## src/rtl/irq_ctrl.sv

```systemverilog
// Interrupt controller: synchronizes peripheral request edges, masks and prioritizes them,
// and issues a single-cycle interrupt pulse to fetch, then holds off until return plus recovery.
module irq_ctrl #(
    parameter int NUM_SRC = 4,
    parameter int IDW     = $clog2(NUM_SRC)
) (
    input  logic               clk,
    input  logic               rst,
    input  logic [NUM_SRC-1:0] irq_src,
    input  logic               en_we,
    input  logic [NUM_SRC-1:0] en_wdata,
    input  logic               stall_mem,
    input  logic               flush,
    input  logic               halt,
    input  logic               rti,
    input  logic               rsi,
    output logic               interrupt,
    output logic               in_service,
    output logic [IDW-1:0]     int_id,
    output logic [NUM_SRC-1:0] pending,
    output logic [NUM_SRC-1:0] irq_en
);

    typedef enum logic [1:0] {
        IDLE,
        FIRE,
        SERVICE,
        RECOVER
    } state_t;

    state_t             state_q, state_d;
    logic [1:0]         cnt_q, cnt_d;
    logic [IDW-1:0]     int_id_q, int_id_d;
    logic [NUM_SRC-1:0] pending_q, pending_d;
    logic [NUM_SRC-1:0] irq_en_q, irq_en_d;
    logic [NUM_SRC-1:0] s1_q, s2_q, s3_q;
    logic [NUM_SRC-1:0] edges;
    logic [NUM_SRC-1:0] eligible;
    logic [NUM_SRC-1:0] clear_mask;
    logic [IDW-1:0]     winner;
    logic               has_eligible;

    // Two-flop synchronizer followed by a delay flop for rising-edge detection.
    always_ff @(posedge clk or posedge rst) begin
        if (rst) begin
            s1_q <= '0;
            s2_q <= '0;
            s3_q <= '0;
        end else begin
            s1_q <= irq_src;
            s2_q <= s1_q;
            s3_q <= s2_q;
        end
    end

    assign edges        = s2_q & ~s3_q;
    assign eligible     = pending_q & irq_en_q;
    assign has_eligible = |eligible;

    // Fixed priority: the lowest eligible index wins, so scan from the top down.
    always_comb begin
        winner = '0;
        for (int i = NUM_SRC - 1; i >= 0; i--) begin
            if (eligible[i]) begin
                winner = IDW'(i);
            end
        end
    end

    always_comb begin
        state_d    = state_q;
        cnt_d      = cnt_q;
        int_id_d   = int_id_q;
        clear_mask = '0;
        case (state_q)
            IDLE: begin
                if (has_eligible && !(stall_mem || flush || halt)) begin
                    state_d    = FIRE;
                    int_id_d   = winner;
                    clear_mask = NUM_SRC'(1) << winner;
                end
            end
            FIRE: begin
                state_d = SERVICE;
            end
            SERVICE: begin
                if (rti || rsi) begin
                    state_d = RECOVER;
                    cnt_d   = 2'd3;
                end
            end
            RECOVER: begin
                cnt_d = cnt_q - 2'd1;
                if (cnt_q == 2'd1) begin
                    state_d = IDLE;
                end
            end
            default: begin
                state_d = IDLE;
            end
        endcase
    end

    // A new edge landing on the clearing edge re-arms the source.
    assign pending_d = (pending_q & ~clear_mask) | edges;
    assign irq_en_d  = en_we ? en_wdata : irq_en_q;

    always_ff @(posedge clk or posedge rst) begin
        if (rst) begin
            state_q   <= IDLE;
            cnt_q     <= 2'd0;
            int_id_q  <= '0;
            pending_q <= '0;
            irq_en_q  <= '1;
        end else begin
            state_q   <= state_d;
            cnt_q     <= cnt_d;
            int_id_q  <= int_id_d;
            pending_q <= pending_d;
            irq_en_q  <= irq_en_d;
        end
    end

    assign interrupt  = (state_q == FIRE);
    assign in_service = (state_q == FIRE) || (state_q == SERVICE);
    assign int_id     = int_id_q;
    assign pending    = pending_q;
    assign irq_en     = irq_en_q;

endmodule

```

## config.mk

```make
export PLATFORM = sky130hd
export DESIGN_NAME = irq_ctrl
export DESIGN_NICKNAME = d
export VERILOG_FILES = /design/src/rtl/irq_ctrl.sv
export SDC_FILE = /design/constraint.sdc
export NUM_CORES = 1
export LEC_CHECK = 0
export ABC_AREA = 1
export CAP_MARGIN = 20
export CELL_PAD_IN_SITES_DETAIL_PLACEMENT = 0
export CELL_PAD_IN_SITES_GLOBAL_PLACEMENT = 1
export CORE_MARGIN = 1.5
export CORE_UTILIZATION = 45
export CTS_BUF_LIST = sky130_fd_sc_hd__clkbuf_4 sky130_fd_sc_hd__clkbuf_8
export CTS_CLUSTER_DIAMETER = 80
export DETAILED_ROUTE_END_ITERATION = 7
export DONT_BUFFER_PORTS = 1
export GPL_TIMING_DRIVEN = 0
export MAX_ROUTING_LAYER = met4
export PLACE_DENSITY = 0.78
export SKIP_LAST_GASP = 1
export SYNTH_ARGS = -nofsm -noshare
export SYNTH_HDL_FRONTEND = slang
export SYNTH_SLANG_ARGS = --single-unit
export TNS_END_PERCENT = 30
```

## constraint.sdc

```tcl
create_clock -name clk -period 1.65 [get_ports clk]
set_clock_uncertainty 0.1 [all_clocks]
set_input_delay 0.165 -clock clk [delete_from_list [all_inputs] [get_ports clk]]
set_output_delay 0.165 -clock clk [all_outputs]
set_load 0.01 [all_outputs]
```

After elaboration in Yosys (flattened, before gate mapping). Index checks and enable logic that the tools add are counted.

Bits in registers: 26. Word-level logic and storage cells: 46. Output and inout port bits: 12. Bits of input ports: 16.

Shift operators: 1. Equal/unequal tests: 7. Add/sub/neg operators: 1. Reductions and logical operators: 12. Mux-type cells: 11. Bitwise operators: 6.

Operator list (number): $mux 2 (7); $and 4x4->4 (3); $mux 4 (2); $not 4->4 (2); $pmux 2 s4 (1); $ne 2x2->1 const B (3); $eq 2x1->1 const B (2); $eq 2x2->1 const B (2); $logic_or 1x1->1 (4); $or 4x4->4 (1); $pmux 2 s2 (1); $reduce_and 2->1 (2); $reduce_or 4->1 (1); $shl 1x2->4 const A (1); $reduce_and 3->1 (1); $logic_not 2->1 (1); $reduce_bool 2->1 (1); $sub 2x1->2 const B (1); $logic_and 1x1->1 (1); $logic_not 1->1 (1).

Depth between registers and ports, before layout.
Word-level depth: 11. Mapped depth: 8. Gate-level depth less buffers: 8.

Worst setup path after synthesis. No wires, ideal clock.

Path kind: reg2reg. From: register state_q[0]. To: register pending_q[1] (netlist: pending[1]). Cell stages (with the launch flop): 8. Setup time: 117 ps. Setup slack: 278 ps. Buffers on the path: 0. Required time: 1433 ps. Period minus slack after synthesis: 1372 ps. Data arrival time: 1155 ps. Path through: dfrtp_1 -> inv_1 -> ha_1 -> inv_1 -> nor3_4 -> nand2_1 -> nand2_1 -> nand2_1.

Cells in the longest elaborated chain, start to end: 5.

RTL lines: start: declaration (RTL line 31) `state_t state_q, state_d;`; start signal: assignment (RTL line 116) `state_q <= state_d;`; $logic_not 2->1 (RTL line 75) `case (state_q)`; $mux 4 (RTL line 75); $not 4->4 (RTL line 105) `assign pending_d = (pending_q & ~clear_mask) | edges;`; $and 4x4->4 (RTL line 105); $or 4x4->4 (RTL line 105); via pending_d[1] (RTL line 34) `logic [NUM_SRC-1:0] pending_q, pending_d;`; end signal: assignment (RTL line 119) `pending_q <= pending_d;`; end: declaration (RTL line 34).

The timed path passes the listed nets, and every way through them passes these cells. A chain may end at the register's enable or synchronous reset.

Final worst setup path.
From: register irq_en_q[1] (netlist: irq_en[1]). To: register pending_q[0] (netlist: pending[0]).

Cells in the longest elaborated chain, start to end: 9. Elaborated cells between the ends (all ways): 11. Those cells by class: shift: 1; mux: 4; bitwise: 4; reduce/logical: 2.

RTL lines: start: declaration (RTL line 35) `logic [NUM_SRC-1:0] irq_en_q, irq_en_d;`; start signal: assignment (RTL line 120) `irq_en_q <= irq_en_d;`; $and 4x4->4 * (RTL line 57) `assign eligible = pending_q & irq_en_q;`; $mux 2 (2 in series) (RTL line 64) `if (eligible[i]) begin`; $shl 1x2->4 (RTL line 80) `clear_mask = NUM_SRC'(1) << winner;`; $mux 4 * (RTL line 77) `if (has_eligible && !(stall_mem || flush || halt)) begin`; $mux 4 * (RTL line 75); $not 4->4 * (RTL line 105); $and 4x4->4 * (RTL line 105); $or 4x4->4 * (RTL line 105); via pending_d[0] (RTL line 34).

Mark *: on every way through the listed nets, which the timed path passes. The rest lies on a longest branch.

==> implementation parameters <==
Parameter                              Value

Power
  Peak supply drop ... 939 uV
  Power density of the placed cells ... about 1300 mW/mm2
  Part of the total power dissipated in sequential elements ... 47.6%
  Net switching power of the design ... 0.581 mW
  Clock power frac ... 23.8%
  Internal power component ... between 1 and 1.5 mW
  Static Leak ... 0.654 nW
  Switch share ... 32.5%
  Portion of total power attributed to combinational logic ... 28.6%

Critical path
  Reg2Reg Launch Point ... irq_en[1]$_DFFE_PP1P_
  CP required ... 1.77 ns
  Worst reg2reg endpoint ... pending[0]$_DFF_PP0_
  R2r setup slk ... between 0.1 and 0.15 ns
  Category of the most critical setup path ... register to register
  Critical path endpoint category ... register
  CP cell instances ... nand2_4, nand2_2, nor2_4, nor3_4, nand2_1, nand2_1, nand2_1
  Worst Reg-to-Reg Cells ... 7
  Crit-path max FO ... 6
  Slowest library cell on the worst path ... sky130_fd_sc_hd__dfstp_2
  Startpoint Class ... register
  Worst endpoint data arrival time ... between 1.5 and 2 ns
  CP max stage delay ... roughly 0.61 ns
  Critical Path Most Common Cell ... sky130_fd_sc_hd__nand2_1

Worst hold path
  Path category of the worst min-delay check ... input pin to register
  Endpoint with the worst hold slack ... state_q[0]$_DFFE_PP0P_
  Cell count of the worst hold path ... 4
  Hold_sp ... rti

Floorplanning
  Area of the core ... between 0.002 and 0.0025 mm2
  Die height ... around 53 um
  DIE AREA ... 0.00276 mm2
  DIE WIDTH ... 52.5 um
  Initial standard-cell utilization of the core ... roughly half
  Standard-cell row count ... 17
  Ports ... 28

Global route
  Met3 layer usage reported by global route ... ~5.1%
  Initial antenna violation count ... 0
  Via count of the first global-routing pass ... around 700
  Grt peak-use layer ... met2
  Largest net degree at the start of global routing ... 27
  Grt ovf ... 0
  Global-route wire length before repair ... just under 3000 um
  GR Util All Layers ... between 15 and 20%
  Met1 layer usage reported by global route ... about 16%
  Global routing met2 resource utilization ... 26.5%

Clocking
  Clock sink total ... 26
  TritonCTS clock tree ... done
  Largest buffer count on any clock path ... 2
  Skew-Pair Late Insertion Delay ... 0.32 ns
  TritonCTS Buffers ... 3
  CTS Root Buffer Type ... sky130_fd_sc_hd__clkbuf_4
  Clock slew at the register clock pins of the worst setup and hold paths ... 0.13 ns
  H-tree depth ... 1
  Buffers inserted by post-CTS timing repair ... 0

Synth
  Number of register bits inferred by synthesis ... 26
  Main combinational cell family by area after synthesis ... simple AND/OR/NAND/NOR gates
  Post-synthesis cell count ... 108
  Synthesized-area fraction occupied by and/or/nand/nor cells ... 19.0%
  Post-Syn Area ... 0.00110 mm2
  Yosys top cell area share ... 49.9%
  Syn_nets ... 129
  Yosys warning count ... 0
  Fraction of the mapped netlist area in compound gates ... 5.67%
  Fraction of the mapped netlist area in adder cells ... 5.67%
  Multiplexer fraction of the synthesized cell area ... 4.08%
  Sequential cell area fraction in the yosys report ... 59.4%
  Library cell occupying the most area in the post-synthesis netlist ... sky130_fd_sc_hd__dfrtp_1
  Mapped Avg Cell Area ... 10.2 um2
  Distinct cell type count after synthesis ... 18
  Biggest area contributors in the synthesized netlist ... sky130_fd_sc_hd__dfrtp_1, sky130_fd_sc_hd__dfstp_2, sky130_fd_sc_hd__nand2_1
  Xor/xnor share of the synthesized area ... 0%

Timing
  Fmax ... 664 MHz
  Minimum clock period ... around 1.5 ns
  Sum of negative setup slack ... 0 ns
  Worst setup slack after layout ... 0.143 ns
  Finish-stage setup viols ... 0
  Setup repair after global routing missed its margin ... false
  Hold violation total from the final report ... 0
  Worst max-slew margin expressed relative to the limit ... 83.4%
  Max-slew violation total from the final report ... 0
  Portion of the clock cycle consumed by the worst path in the final layout ... 91.3%
  Tightest Pin Transition ... 0.247 ns

Place
  Last weighted congestion value of the routability-driven placer ... roughly 0.79
  Place WS ... 0.104 ns
  DP Area ... 0.00114 mm2
  Detail Placement HPWL ... 1240 um
  Port-buffer cells ... 0
  Cells after DPL ... around 140

Detailed routing
  Number of vias after detailed routing ... approximately 730
  Wire length per cell ... between 10 and 15 um
  1st-pass router iterations ... 3
  DRC violation count after routing ... 0
  Number of DRC markers in iteration 0 ... 9
  Overall routed net length ... 1720 um
  Ratio of routed vias to standard cells ... 4.77
  Remaining number of nets flagged by the antenna check after routing ... 0

Cells and area
  Area overhead of the layout relative to synthesis ... 23.6%
  Layout net count ... ~150
  Fin cells ... around 150
  Total inserted antenna cells ... 0
  Finished layout cell area ... between 0.001 and 0.0015 mm2
  Share of cells above drive strength 1 ... 18.3%
  Share of the core filled with cells ... 60.5%

Job
  Max-cap violations ... 0

Status
  Status ... completed
-- sequential cells by signal (all words and copies together) (netlist names) --
signal,count
s2_q,4
pending,4
int_id,2
s3_q,4
irq_en,4
s1_q,4
state_q,2
cnt_q,2
-- cells by family after synthesis --
kind of cell / count (synthesis)
adders and majority gates: 5
and+or+nand+nor: 44
DFF: 26
AOI/OAI and AO/OA: 11
buffers and inverters: 18
muxes: 4
-- cells in the mapped netlist, drive strengths merged --
cell    count
nand2      30
dfrtp      22
inv        18
o21ai       7
nor2        6
ha          5
dfstp       4
mux2        4
a21oi       3
nand3       3
nand3b      2
nor3        2
a31o        1
nand4       1
-- critical path: cells and delay by family (launching register included) --
kind	cells	cell delay, ns
AND/OR/NAND/NOR	7	0.71
flip-flops	1	0.61
-- routing by layer --
metal / wire (um) / vias to the layer above / part of all wire [%]
met5: 0 / - / 0
met4: 14 / 0 / 0.81
met3: 72 / 2 / 4.2
met2: 899 / 14 / 52
met1: 737 / 347 / 43
li1: - / 371 / -
-- worst max path at each step --
stage / startpoint / endpoint / slack, ns / depth (start not counted)
2_1_floorplan: state_q[0]$_DFFE_PP0P_ / pending[1]$_DFF_PP0_ / 0.28 / 7
3_3_place_gp: state_q[0]$_DFFE_PP0P_ / pending[0]$_DFF_PP0_ / 0.12 / 7
3_5_place_dp: state_q[0]$_DFFE_PP0P_ / pending[0]$_DFF_PP0_ / 0.10 / 7
4_1_cts: state_q[0]$_DFFE_PP0P_ / pending[0]$_DFF_PP0_ / 0.08 / 7
5_1_grt: irq_en[2]$_DFFE_PP1P_ / pending[0]$_DFF_PP0_ / 0.004 / 7
6_report: irq_en[1]$_DFFE_PP1P_ / pending[0]$_DFF_PP0_ / 0.14 / 7
-- what timing repair did --
item / 4_1_cts / 5_1_grt
endpoints found under the setup margin: 0 / 2
hold endpoints to repair: 30 / 0
gates resized for setup: 0 / 4
hold buffers: 13 / 0
-- cell type report --
class | instances | area (um2)
tap | 28 | 35.0
inverter | 18 | 67.6
timing repair buffer | 14 | 158
clock inverter | 1 | 30.0
clock buffer | 3 | 22.5
sequential | 26 | 656
fill | 198 | 891
multi-input combinational | 64 | 395
-- power groups by stage --
stage                     Clock [mW]  Combinational (mW)  Sequential [mW]
after global routing           0.463               0.599            0.866
after CTS                      0.441               0.509            0.849
after floorplan                    0               0.400            0.841
after detailed placement           0               0.475            0.861
final                          0.426               0.511            0.850
after global placement             0               0.458            0.855
-- layout by cell type, fill, tap and decap left out --
master                          synthesis  layout
sky130_fd_sc_hd__mux2_2                 4       4
sky130_fd_sc_hd__clkbuf_4               0       3
sky130_fd_sc_hd__buf_16                 0       1
sky130_fd_sc_hd__inv_1                 18      18
sky130_fd_sc_hd__a21oi_1                3       3
sky130_fd_sc_hd__dlygate4sd3_1          0      13
sky130_fd_sc_hd__nand2_2                4       4
sky130_fd_sc_hd__nand2_1               26      24
sky130_fd_sc_hd__nand3b_1               2       2
sky130_fd_sc_hd__dfstp_2                4       4
sky130_fd_sc_hd__nor2_4                 1       1
sky130_fd_sc_hd__nand2_4                0       2
sky130_fd_sc_hd__nor2_1                 5       5
sky130_fd_sc_hd__bufinv_16              0       1
sky130_fd_sc_hd__ha_1                   5       5
sky130_fd_sc_hd__dfrtp_1               22      22
sky130_fd_sc_hd__o21ai_2                1       1
sky130_fd_sc_hd__nand4_1                1       1
sky130_fd_sc_hd__o21ai_0                6       6
sky130_fd_sc_hd__nor3_1                 1       1
sky130_fd_sc_hd__nor3_4                 1       1
sky130_fd_sc_hd__nand3_1                3       3
sky130_fd_sc_hd__a31o_2                 1       1
-- per-stage QoR --
step                power, mW  hold WS (ns)
floorplan                1.24        0.0964
global placement         1.31        0.0965
detailed placement       1.34        0.0965
CTS                      1.80         0.120
global route             1.93         0.161
finish                   1.79         0.132
Power figures use the tool's default switching activity.
